===== src/rtl/alu_issue_decoder.sv =====
// alu_issue_decoder
// -----------------------------------------------------------------------------
// Decodes RV32I OP / OP-IMM instructions into the ALU's opcode/op_0/op_1
// interface plus the writeback destination. Input and output each use a
// valid/ready handshake; a two-entry buffer (main + skid) absorbs one cycle
// of backpressure so nothing is lost or duplicated.
//
// Ports:
//   clock, reset_n          rising-edge clock, asynchronous active-low reset
//   in_valid/in_ready       upstream handshake (in_ready is registered)
//   in_instr, in_rs1_val,   instruction word and its register operands
//   in_rs2_val
//   rs1_addr, rs2_addr      combinational register-file read addresses
//   out_valid/out_ready     downstream handshake
//   out_alu_opcode          000 ADD 001 SUB 010 AND 011 OR
//                           100 XOR 101 SLL 110 SRL 111 SRA
//   out_op_0, out_op_1      ALU operands
//   out_rd, out_rd_we       destination register and write enable
//   out_illegal             instruction not supported by this decoder
//   issue_count,            (only with ALU_ISSUE_STATS_EN defined) pop count
//   illegal_count           and illegal pop count, COUNT_WIDTH bits, wrapping
// -----------------------------------------------------------------------------
module alu_issue_decoder #(
   parameter int unsigned COUNT_WIDTH    = 16,
   parameter bit          SUPPRESS_X0_WE = 1'b1
) (
   input  logic                   clock,
   input  logic                   reset_n,
   input  logic                   in_valid,
   output logic                   in_ready,
   input  logic [31:0]            in_instr,
   input  logic [31:0]            in_rs1_val,
   input  logic [31:0]            in_rs2_val,
   output logic [4:0]             rs1_addr,
   output logic [4:0]             rs2_addr,
   output logic                   out_valid,
   input  logic                   out_ready,
   output logic [2:0]             out_alu_opcode,
   output logic [31:0]            out_op_0,
   output logic [31:0]            out_op_1,
   output logic [4:0]             out_rd,
   output logic                   out_rd_we,
   output logic                   out_illegal
`ifdef ALU_ISSUE_STATS_EN
   ,
   output logic [COUNT_WIDTH-1:0] issue_count,
   output logic [COUNT_WIDTH-1:0] illegal_count
`endif
);

   localparam logic [2:0] ALU_ADD = 3'b000;
   localparam logic [2:0] ALU_SUB = 3'b001;
   localparam logic [2:0] ALU_AND = 3'b010;
   localparam logic [2:0] ALU_OR  = 3'b011;
   localparam logic [2:0] ALU_XOR = 3'b100;
   localparam logic [2:0] ALU_SLL = 3'b101;
   localparam logic [2:0] ALU_SRL = 3'b110;
   localparam logic [2:0] ALU_SRA = 3'b111;

   localparam logic [6:0] MAJ_OP     = 7'b0110011;
   localparam logic [6:0] MAJ_OP_IMM = 7'b0010011;

   typedef struct packed {
      logic [2:0]  opcode;
      logic [31:0] op_0;
      logic [31:0] op_1;
      logic [4:0]  rd;
      logic        rd_we;
      logic        illegal;
   } entry_t;

   typedef enum logic [1:0] {
      ST_EMPTY = 2'd0,
      ST_ONE   = 2'd1,
      ST_TWO   = 2'd2
   } state_t;

   state_t state_q, state_d;
   entry_t main_q, main_d;
   entry_t skid_q, skid_d;
   logic   in_ready_q, in_ready_d;
   entry_t dec;

   logic accept;
   logic pop;

   assign rs1_addr = in_instr[19:15];
   assign rs2_addr = in_instr[24:20];

   // ---------------------------------------------------------------- decode
   always_comb begin
      logic [6:0] major;
      logic [2:0] f3;
      logic [6:0] f7;
      logic       b5;
      logic       is_op;
      logic       is_imm;
      logic       legal;
      logic [2:0] alu;
      logic [31:0] op_1;

      major  = in_instr[6:0];
      f3     = in_instr[14:12];
      f7     = in_instr[31:25];
      b5     = in_instr[30];
      is_op  = (major == MAJ_OP);
      is_imm = (major == MAJ_OP_IMM);
      legal  = 1'b0;
      alu    = ALU_ADD;

      // Only funct7 0000000 / 0100000 exist for OP and immediate shifts; the
      // alternate form is meaningful only for SUB (OP) and SRA (both).
      case (f3)
         3'b000: begin
            alu   = (is_op && b5) ? ALU_SUB : ALU_ADD;
            legal = is_imm || (is_op && (f7 == 7'h00 || f7 == 7'h20));
         end
         3'b001: begin
            alu   = ALU_SLL;
            legal = (is_op || is_imm) && (f7 == 7'h00);
         end
         3'b100: begin
            alu   = ALU_XOR;
            legal = is_imm || (is_op && f7 == 7'h00);
         end
         3'b101: begin
            alu   = b5 ? ALU_SRA : ALU_SRL;
            legal = (is_op || is_imm) && (f7 == 7'h00 || f7 == 7'h20);
         end
         3'b110: begin
            alu   = ALU_OR;
            legal = is_imm || (is_op && f7 == 7'h00);
         end
         3'b111: begin
            alu   = ALU_AND;
            legal = is_imm || (is_op && f7 == 7'h00);
         end
         default: begin
            alu   = ALU_ADD;
            legal = 1'b0;
         end
      endcase

      if (is_op) begin
         op_1 = in_rs2_val;
      end else if (f3 == 3'b001 || f3 == 3'b101) begin
         op_1 = {27'd0, in_instr[24:20]};
      end else begin
         op_1 = {{20{in_instr[31]}}, in_instr[31:20]};
      end

      dec    = '0;
      dec.rd = in_instr[11:7];
      if (legal) begin
         dec.opcode = alu;
         dec.op_0   = in_rs1_val;
         dec.op_1   = op_1;
         dec.rd_we  = !(SUPPRESS_X0_WE && (in_instr[11:7] == 5'd0));
      end else begin
         dec.illegal = 1'b1;
      end
   end

   // ------------------------------------------------------- buffer control
   assign accept    = in_valid && in_ready_q;
   assign out_valid = (state_q != ST_EMPTY);
   assign pop       = out_valid && out_ready;

   always_comb begin
      state_d = state_q;
      main_d  = main_q;
      skid_d  = skid_q;
      case (state_q)
         ST_EMPTY: begin
            if (accept) begin
               main_d  = dec;
               state_d = ST_ONE;
            end
         end
         ST_ONE: begin
            if (accept && pop) begin
               main_d = dec;
            end else if (accept) begin
               skid_d  = dec;
               state_d = ST_TWO;
            end else if (pop) begin
               state_d = ST_EMPTY;
            end
         end
         ST_TWO: begin
            // in_ready is low here, so no accept can coincide with this pop
            if (pop) begin
               main_d  = skid_q;
               state_d = ST_ONE;
            end
         end
         default: begin
            state_d = ST_EMPTY;
         end
      endcase
      in_ready_d = (state_d != ST_TWO);
   end

   always_ff @(posedge clock or negedge reset_n) begin
      if (!reset_n) begin
         state_q    <= ST_EMPTY;
         main_q     <= '0;
         skid_q     <= '0;
         in_ready_q <= 1'b1;
      end else begin
         state_q    <= state_d;
         main_q     <= main_d;
         skid_q     <= skid_d;
         in_ready_q <= in_ready_d;
      end
   end

   assign in_ready       = in_ready_q;
   assign out_alu_opcode = main_q.opcode;
   assign out_op_0       = main_q.op_0;
   assign out_op_1       = main_q.op_1;
   assign out_rd         = main_q.rd;
   assign out_rd_we      = main_q.rd_we;
   assign out_illegal    = main_q.illegal;

`ifdef ALU_ISSUE_STATS_EN
   logic [COUNT_WIDTH-1:0] issue_count_q;
   logic [COUNT_WIDTH-1:0] illegal_count_q;

   always_ff @(posedge clock or negedge reset_n) begin
      if (!reset_n) begin
         issue_count_q   <= '0;
         illegal_count_q <= '0;
      end else if (pop) begin
         issue_count_q <= issue_count_q + COUNT_WIDTH'(1);
         if (main_q.illegal) begin
            illegal_count_q <= illegal_count_q + COUNT_WIDTH'(1);
         end
      end
   end

   assign issue_count   = issue_count_q;
   assign illegal_count = illegal_count_q;
`endif

endmodule


===== config.mk =====
export PLATFORM = sky130hd
export DESIGN_NAME = alu_issue_decoder
export DESIGN_NICKNAME = d
export VERILOG_FILES = /design/src/rtl/alu_issue_decoder.sv
export SDC_FILE = /design/constraint.sdc
export NUM_CORES = 1
export LEC_CHECK = 0
export BUFFER_PORTS_ARGS = -buffer_cell sky130_fd_sc_hd__buf_2
export CAP_MARGIN = 20
export CORE_MARGIN = 2
export CORE_UTILIZATION = 57
export DETAILED_ROUTE_END_ITERATION = 12
export PLACE_DENSITY = 0.85
export SLEW_MARGIN = 5
export SYNTH_ARGS = -nofsm -noshare
export SYNTH_HDL_FRONTEND = slang
export SYNTH_SLANG_ARGS = --single-unit

===== constraint.sdc =====
create_clock -name clock -period 3.1 [get_ports clock]
set_clock_uncertainty 0.05 [all_clocks]
set_input_delay 0.155 -clock clock [delete_from_list [all_inputs] [get_ports clock]]
set_output_delay 0.155 -clock clock [all_outputs]
set_load 0.05 [all_outputs]

==> metrics.md, run 1 <==
| Metric | Value |
|---|---|
| Vias per cell | `approximately 5.5` |
| Clock power share | `0.438` |
| Routability cong. | `between 0.8 and 0.9` |
| Overall routing resource usage | `0.278` |
| CP Data Arrival Time | `2610 ps` |
| Worst skew pair latency | `about 420 ps` |
| Nets | `a little under 1000` |
| Die width | `~120 um` |
| Most Crowded Layer GR | `met2` |
| Vias in the first global route | `roughly 5900` |
| Die height | `between 100 and 150 um` |
| Final Critical Period | `roughly 2300 ps` |
| Met3 usage | `0.0649` |
| CTS buffer count | `17` |
| Logic pwr share | `0.180` |
| Dpl hpwl | `10600 um` |
| H-tree depth | `4` |
| Share of layout cells above drive strength 1 | `0.263` |
| Total number of vias | `5972` |
| Commonest non-fill, non-tap cell in the layout | `buf_2` |
| Final core occ | `0.742` |
| Non-Filler Instances | `approximately 1100` |
| Most frequent cells in the layout | `buf_2 (174), dfrtp_1 (150), o21ai_0 (108)` |
| IO Port Bufs | `about 180` |
| Final hold slack | `11.1 ps` |
| Setup WS post-layout | `between 700 and 800 ps` |
| Worst setup EP type | `flop` |
| Setup_tns | `0 ps` |
| Ranking of synthesized cells by area | `dfrtp_1 (52%), mux2i_1 (10%), o21ai_0 (7.5%)` |
| Ys async rst share | `1.00` |
| Yosys cell types | `42` |
| Met2 GRT Util | `0.479` |
| Cell Rows | `just over 40` |
| Placement Cell Area | `just over 0.008 mm2` |
| VDD IR-drop max | `0.000690 V` |
| Initial cell density of the core | `0.577` |
| Syn Nets | `812` |
| Worst-path clk slew | `~60 ps` |
| Final Hold Vio Count | `0` |
| Fin crit share | `0.755` |
| GRT met1 Usage | `0.331` |
| Final setup fails | `0` |
| Mapped Area | `between 0.007 and 0.008 mm2` |
| Static Leak | `4.65 nW` |
| Synthesis Warnings | `0` |
| Drt drc | `0` |
| Layout area overhead | `28.7%` |
| Post-Place Setup Slack | `about 710 ps` |
| Initial antenna violation count | `0` |
| Pwr dens | `between 600 and 700 mW/mm2` |
| Yosys reg bits | `~150` |
| Net Sw Power | `about 1.5 mW` |
| Status | `finished, final reports clean` |
| Initial DRC count | `approximately 440` |
| 1st-pass router iterations | `5` |
| Worst Hold Class | `in2reg` |
| Crit start category | `flop` |
| Worst endpoint required time | `about 3400 ps` |
| CTS tree | `done` |
| Register area share after synthesis | `0.526` |
| Slew @ Worst Pin | `about 640 ps` |
| Largest net degree at the start of global routing | `between 80 and 90` |
| Drt total wl | `~18000 um` |
| Post-synth top area cell | `dfrtp_1` |
| First-pass GRT wire length | `about 29000 um` |
| Clk Tree Root Cell | `clkbuf_16` |
| Placed cells | `approximately 1000` |
| Fmax | `427 MHz` |
| Yosys top cell area share | `0.522` |
| Cells after Synth | `a little over 700` |
| Synth Area per Inst | `about 10 um2` |
| RSZ-0062 raised after global routing | `no` |
| Crit path kind | `reg2reg` |
| Post-synth EDFFs | `0` |
| Remaining Overflow, GRT | `0` |
| CTS Buffer Depth | `2` |
| Number of gates resized after cts | `0` |
| Top FF cell, synth | `dfrtp_1` |
| IO Pins | `186` |
| Antenna Nets Post-Route | `0` |
| Design Area, Final | `0.00925 mm2` |
| MaxCap Viol Count | `0` |
| Switching Fraction | `0.275` |
| Sequential Power Share | `0.382` |
| Slew Limit Fails | `0` |
| Int Power | `slightly above 4 mW` |
| Die area | `0.0135 mm2` |
| Core Area | `roughly 0.012 mm2` |
| Largest fanout on the critical path | `27` |
| Final Power | `approximately 5.6 mW` |
| Clock Sinks | `about 150` |
| Rel. slew slack | `0.569` |
| Wire per inst | `16.7 um` |
==> flip-flops by register name (all words and copies together) (netlist names) <==
register,flops
skid_q,74
out_illegal,1
state_q,2
out_rd_we,1
out_alu_opcode,3
out_op_0,32
out_op_1,32
out_rd,5
in_ready,1
==> worst paths after layout <==
| check | start | endpoint | slack [ps] | cells after the start |
|---|---|---|---|---|
| setup / recovery | state_q[0] | skid_q[37] | 760 | 4 |
| hold / removal | in_rs2_val[3] | skid_q[10] | 10 | 3 |
| setup reg to reg | state_q[0] | skid_q[37] | 760 | 4 |
| hold reg to reg | skid_q[41] | skid_q[41] | 420 | 2 |
| max in group asynchronous | reset_n | skid_q[33] | 1920 | 3 |
| min in group asynchronous | reset_n | skid_q[5] | 220 | 2 |
==> Yosys cell counts (all sizes together) (2+ instances only) <==
cell type,count
dfrtp,150
o21ai,118
nand2,96
mux2i,74
and2,69
o31ai,43
inv,41
clkbuf,38
buf,23
a31oi,11
nor2,9
nor3,7
nand3b,3
nor2b,3
a21oi,2
and3b,2
nand2b,2
nand4,2
or2,2
==> worst max-delay path, cell delays in order, from the launching register on <==
cell,delay (ps)
dfrtp_1,480
nor2b_1,500
and2_1,440
nand4_4,420
o21ai_0,330
==> what timing repair did <==
item | 4_1_cts | 5_1_grt
endpoints found under the hold margin | 137 | 0
buffers inserted | 0 | 0
hold buffers | 42 | 0
==> kinds of logic after synthesis <==
group	share of synthesized area
flops	0.526
compound gates	0.159
buf+inv	0.0653
mux	0.103
simple gates	0.147
==> power groups by stage <==
stage	combinational, mW	clock (mW)	sequential (mW)
2_1_floorplan	0.552	0	2.27
3_3_place_gp	0.945	0	2.15
3_5_place_dp	0.954	0	2.16
4_1_cts	0.999	2.46	2.12
5_1_grt	1.07	2.56	2.13
6_report	1.00	2.44	2.13
==> per-layer routing <==
metal  part of all wire  up-vias
met5                  0        -
met2               0.52      217
met3              0.052       48
met4              0.033        0
li1                   -     2797
met1               0.40     2910
==> area by class of cell <==
class	count	area, um2
inverters	41	154
repair buffers	225	1430
multi-input cells	459	2970
well taps	172	215
fillers	878	3220
diodes	1	2.50
clock inverters	12	246
flip-flops and latches	151	3780
clock buffers	20	457
Power figures use the tool's default switching activity.
==> inputs of run 2 (changes only) <==
Settings changed: CORE_UTILIZATION 57 to 53, PLACE_DENSITY 0.85 to 0.8.
Clock period 3.1 ns to 2.3 ns, I/O delays scaled along.
==> run 2 against run 1 <==
Net effect: global-route usage down 1.7 points; via count up 0.77%; largest cell class unchanged; count of clock-buffer cells in the layout up 4; critical path depth up 2; wire length up 1.8%; die area up 7.3%; final area up 2.3%; non-clock buffer count up 27; highest routed layer unchanged; sequential share of layout area down 0.92 points; final cell count up 2.9%.
==> metrics.md, run 2 (synthesis gave the netlist of run 1 again) <==
| Metric | Value |
|---|---|
| Status | `finished, final reports clean` |
| Nets | `1022 (+2.7%)` |
| Vias per cell | `5.41 (-2.0%)` |
| Critical path's slowest cell | `a2111oi_4` |
| Crit start category | `input pin` |
| Slew @ Worst Pin | `608 ps (-36.4 ps)` |
| Rel. slew slack | `0.595 (+0.0259)` |
| Fmax | `460 MHz` |
| Vias in the first global route | `6018 (+1.4%)` |
| H-tree depth | `4 (unchanged)` |
| Cell Rows | `42 (+2.4%)` |
| CP top delay family | `compound AO/OA/AOI/OAI gates` |
| Worst Hold Class | `in2reg` |
| Die height | `120 um (+3.6%)` |
| Clk Tree Root Cell | `clkbuf_16` |
| CP Data Arrival Time | `2430 ps (-180 ps)` |
| Routability cong. | `0.797 (-7.1%)` |
| Final setup fails | `0 (unchanged)` |
| Setup_tns | `0 ps (unchanged)` |
| Antenna Nets Post-Route | `0 (unchanged)` |
| Biggest register | `skid_q` |
| Final core occ | `0.714 (-0.0274)` |
| Worst endpoint required time | `2560 ps (-810 ps)` |
| Worst-path clk slew | `60 ps (about the same)` |
| Crit path kind | `in2reg` |
| Final Critical Period | `about 2200 ps` |
| Most frequent cells in the layout | `buf_2 (174), dfrtp_1 (150), o21ai_0 (108)` |
| Largest net degree at the start of global routing | `63 (-26%)` |
| CP max stage delay | `570 ps (+70 ps)` |
| Fin crit share | `0.946` |
| First-pass GRT wire length | `29700 um (+3.3%)` |
| Remaining Overflow, GRT | `0 (unchanged)` |
| Slew Limit Fails | `0 (unchanged)` |
| IO Port Bufs | `175 (unchanged)` |
| Initial antenna violation count | `0 (unchanged)` |
| Dpl hpwl | `11300 um (+6.0%)` |
| VDD IR-drop max | `0.000800 V (+16%)` |
| Commonest non-fill, non-tap cell in the layout | `buf_2` |
| Static Leak | `4.74 nW (+2.0%)` |
| CTS Buffer Depth | `2 (unchanged)` |
| CTS buffer count | `17 (unchanged)` |
| Drt drc | `0 (unchanged)` |
| Worst setup EP type | `flop` |
| Worst skew pair latency | `420 ps (about the same)` |
| Die width | `120 um (+3.6%)` |
| Crit path buffers/inverters | `2 (+2)` |
| MaxCap Viol Count | `0 (unchanged)` |
| Number of gates resized after cts | `0 (unchanged)` |
| Clock Sinks | `151 (unchanged)` |
| Share of layout cells above drive strength 1 | `0.261 (-0.00225)` |
| Wire per inst | `16.6 um (-1.0%)` |
| Total number of vias | `6018 (+0.77%)` |
| IO Pins | `186 (unchanged)` |
| CTS tree | `done` |
| Overall routing resource usage | `0.261 (-0.0168)` |
| Pwr dens | `759 mW/mm2 (+26%)` |
| RSZ-0062 raised after global routing | `no` |
| Initial DRC count | `581 (+31%)` |
| Post-CTS setup buffer count | `0 (unchanged)` |
| Die area | `0.0145 mm2 (+7.3%)` |
| Drt total wl | `18400 um (+1.8%)` |
| Final Hold Vio Count | `0 (unchanged)` |
| CP cell instances | `dlygate4sd3_1 > buf_2 > a21bo_2 > a2111oi_4 > nand4_4 > o21ai_0` |
| Largest fanout on the critical path | `27 (unchanged)` |
| Layout area overhead | `31.6%` |
| Core Area | `0.0132 mm2 (+6.2%)` |
| Initial cell density of the core | `0.543 (-0.0338)` |
| Max reg flops | `74 (unchanged)` |
| 1st-pass router iterations | `5 (unchanged)` |
[run 2: cell count changes in the layout (fill, tap and decap cells not counted)]
| cell | before | now |
|---|---|---|
| dlygate4sd3_1 | 42 | 63 |
| buf_4 | 3 | 6 |
| bufinv_16 | 7 | 3 |
| clkinvlp_4 | 0 | 1 |
| clkinv_2 | 2 | 4 |
| buf_12 | 5 | 8 |
| clkinv_4 | 3 | 0 |
| clkbuf_1 | 1 | 2 |
| clkbuf_8 | 2 | 5 |
[run 2: stage by stage]
step                hold WS, ps  instance area (um2)  setup slack (ps)  total power, mW  cells
global placement           4.50                 8210               303             4.22   1016
floorplan                  -231                 7190              38.8             3.81    712
global route               29.9                 9460              14.7             7.45   1111
detailed placement         5.44                 8210               172             4.24   1016
finish                     8.00                 9460               125             7.18   1112
CTS                        2.14                 9460              18.5             7.21   1111
[run 2: path summary, 6_finish.rpt]
kind / startpoint / end / slack [ps] / cells past startpoint
max: in_instr[14] / skid_q[29] / 130 / 6
min: in_instr[24] / out_op_1[4] / 8 / 3
max reg2reg: state_q[0] / skid_q[29] / 140 / 4
min reg2reg: skid_q[51] / skid_q[51] / 420 / 2
max in group asynchronous: reset_n / in_ready / 1420 / 3
min in group asynchronous: reset_n / skid_q[67] / 120 / 2
[run 2: worst reg2reg max path, stage by stage (launching register included)]
cell and delay, ps:
dfrtp_1 470, nor2b_1 500, and2_1 290, nand4_4 360
o21ai_0 390
[run 2: cell type report]
| class | count | area [um2] |
|---|---|---|
| Tap cell | 176 | 220 |
| Sequential cell | 151 | 3780 |
| Antenna cell | 1 | 2.50 |
| Fill cell | 998 | 3780 |
| Timing Repair Buffer | 252 | 1720 |
| Clock inverter | 8 | 118 |
| Multi-Input combinational cell | 459 | 2970 |
| Inverter | 41 | 154 |
| Clock buffer | 24 | 502 |
[run 2: per-layer routing]
metal	vias up	global-route usage	wire length, um	share of wire
met5	-	0	0	0
met4	0	0.129	620	0.034
met3	46	0.0514	957	0.052
met2	228	0.420	9080	0.49
met1	2907	0.340	7760	0.42
li1	2837	-	-	-
[run 2: timing repair]
action / in CTS / in global routing
hold endpoints to repair: 253 / 0
endpoints found under the setup margin: 0 / 22
hold buffers: 63 / 0
[run 2: power by group]
group	switching [mW]	total, mW	internal, mW
logic	0.922	1.42	0.502
clock network	1.05	2.90	1.84
registers	0.0871	2.86	2.78
total	2.06	7.18	5.12
==> inputs of run 3 (changes only) <==
Settings changed: CORE_UTILIZATION 53 to 40, PLACE_DENSITY 0.8 to unset.
==> run 3 against run 2 <==
Net effect: the run now ends with hold timing left; via count decreased by 3.9%; count of clock-buffer cells in the layout unchanged; maximum frequency increased by 5.4%; non-clock buffer count increased by 5; final cell count increased by 5.2%; clock power decreased by 4%; global-route usage decreased by 6.6 points; first-iteration DRC count decreased by 48%; critical path depth decreased by 2; final area increased by 0.87%; highest routed layer unchanged.
==> metrics.md, run 3 (synthesis gave the netlist of run 1 again) <==
| Metric | Value |
|---|---|
| Vias in the first global route | `5813 (-3.4%)` |
| Worst endpoint required time | `2570 ps (about the same)` |
| Max reg flops | `74 (unchanged)` |
| Worst-path clk slew | `60 ps (about the same)` |
| Worst setup EP type | `flop` |
| Slew @ Worst Pin | `537 ps (-70.1 ps)` |
| Initial DRC count | `305 (-48%)` |
| Worst skew pair latency | `420 ps (about the same)` |
| Remaining Overflow, GRT | `0 (unchanged)` |
| Final Hold Vio Count | `1 (+1)` |
| Crit path kind | `reg2reg` |
| CTS tree | `done` |
| CTS buffer count | `17 (unchanged)` |
| Final hold slack | `-3.69 ps (-11.7 ps)` |
| Drt drc | `0 (unchanged)` |
| VDD IR-drop max | `0.000535 V (-33%)` |
| Largest fanout on the critical path | `27 (unchanged)` |
| Crit start category | `flop` |
| Core Area | `0.0178 mm2 (+34%)` |
| Worst setup path startpoint | `state_q[0]` |
| Status | `finished with violations` |
| CTS Buffer Depth | `2 (unchanged)` |
| Antenna Nets Post-Route | `0 (unchanged)` |
| Rel. slew slack | `0.642 (+0.0467)` |
| Drt total wl | `18100 um (-1.5%)` |
| Initial cell density of the core | `0.404 (-0.138)` |
| MaxCap Viol Count | `0 (unchanged)` |
| Worst Hold Class | `in2reg` |
| Initial antenna violation count | `1 (+1)` |
| CP cell instances | `nor2b_1 > and2_1 > nand4_4 > o21ai_0` |
| H-tree depth | `4 (unchanged)` |
| Die area | `0.0191 mm2 (+31%)` |
| Fin crit share | `0.897 (-0.0482)` |
| Final Power | `7.09 mW (-1.3%)` |
| Clk Tree Root Cell | `clkbuf_16` |
| Fmax | `484 MHz (+5.4%)` |
| Share of layout cells above drive strength 1 | `0.264 (+0.00287)` |
| Slew Limit Fails | `0 (unchanged)` |
| Final setup fails | `0 (unchanged)` |
| Wire per inst | `15.5 um (-6.4%)` |
| Failing checks | `hold timing` |
| Critical path's slowest cell | `nor2b_1` |
| Total number of vias | `5782 (-3.9%)` |
| Die width | `138 um (+15%)` |
| Dpl hpwl | `11700 um (+3.7%)` |
| Routability cong. | `0.786 (-1.4%)` |
| Largest net degree at the start of global routing | `50 (-21%)` |
| Setup WS post-layout | `236 ps (+111 ps)` |
| CP max stage delay | `490 ps (-80 ps)` |
| Cell Rows | `49 (+17%)` |
| Clock Sinks | `151 (unchanged)` |
| Nets | `1027 (+0.49%)` |
| Post-Place Setup Slack | `211 ps (+38.8 ps)` |
| Die height | `138 um (+15%)` |
| Fill cell total of the finished layout | `1664 (+67%)` |
| Setup_tns | `0 ps (unchanged)` |
| Pwr dens | `743 mW/mm2 (-2.2%)` |
| Layout area overhead | `32.8%` |
| Hold Startpoint | `in_instr[20]` |
| IO Port Bufs | `175 (unchanged)` |
| IO Pins | `186 (unchanged)` |
| Most frequent cells in the layout | `buf_2 (174), dfrtp_1 (150), o21ai_0 (108)` |
| Static Leak | `4.76 nW (+0.26%)` |
| First-pass GRT wire length | `30100 um (+1.3%)` |
| CP Data Arrival Time | `2340 ps (-90 ps)` |
| Biggest register | `skid_q` |
| Commonest non-fill, non-tap cell in the layout | `buf_2` |
| R2r startpoint | `state_q[0]` |
| 1st-pass router iterations | `4 (-1)` |
| RSZ-0062 raised after global routing | `no` |
| Vias per cell | `4.94 (-8.7%)` |
| Final Critical Period | `2060 ps (-111 ps)` |
| Overall routing resource usage | `0.195 (-0.0664)` |
[run 3: cell types whose count changed in the layout (fill, tap and decap cells not counted), sizes merged]
| cell | previous run | this run |
|---|---|---|
| buf | 189 | 193 |
| clkinv | 4 | 6 |
| dlygate4sd3 | 63 | 64 |
| clkinvlp | 1 | 0 |
| bufinv | 3 | 2 |
[run 3: final timing paths]
| path | cells after the start | endpoint | slack, ps |
|---|---|---|---|
| min in group asynchronous | 2 | out_rd[1] | 120 |
| max in group asynchronous | 3 | out_op_1[13] | 1430 |
| min | 3 | out_op_1[0] | -4 |
| min reg2reg | 2 | skid_q[1] | 420 |
| max | 4 | skid_q[20] | 240 |
| max reg2reg | 4 | skid_q[20] | 240 |
[run 3: cell type report]
class                   instances  area (um2)  share of cell area
flip-flops and latches        151        3780               0.396
multi-input cells             459        2970               0.311
repair buffers                257        1760               0.184
clock buffers                  24         502              0.0526
well taps                     229         287              0.0300
inverters                      41         154              0.0161
clock inverters                 8        93.8             0.00983
diodes                          1        2.50            0.000262
[run 3: critical path: cells and delay by family, from the launching register on]
family | cells | cell delay [ps]
DFF | 1 | 460
and+or+nand+nor | 3 | 1120
AOI/OAI and AO/OA | 1 | 330
[run 3: through the flow]
stage	cells	utilization	area, um2
after CTS	1169	0.537	9540
after detailed placement	1073	0.467	8300
after global routing	1170	0.537	9540
final	1170	0.537	9540
after global placement	1073	0.467	8300
after floorplan	712	-	7190
[run 3: power by group]
group | leakage [nW] | switching, mW | internal (mW)
registers | 2.07 | 0.0863 | 2.78
clock network | 0.300 | 1.06 | 1.73
logic | 2.38 | 0.911 | 0.523
[run 3: repair_timing]
| item | CTS | global route |
|---|---|---|
| resized for setup | 0 | 0 |
| setup buffers | 0 | 0 |
| endpoints found under the hold margin | 257 | 0 |
| hold buffers | 64 | 0 |
[run 3: metal layers]
layer	part of all wire	up-vias	global-route usage
met5	0	-	0
met4	0.022	0	0.0687
met3	0.036	30	0.0402
met2	0.48	114	0.312
met1	0.46	2775	0.265
li1	-	2863	-
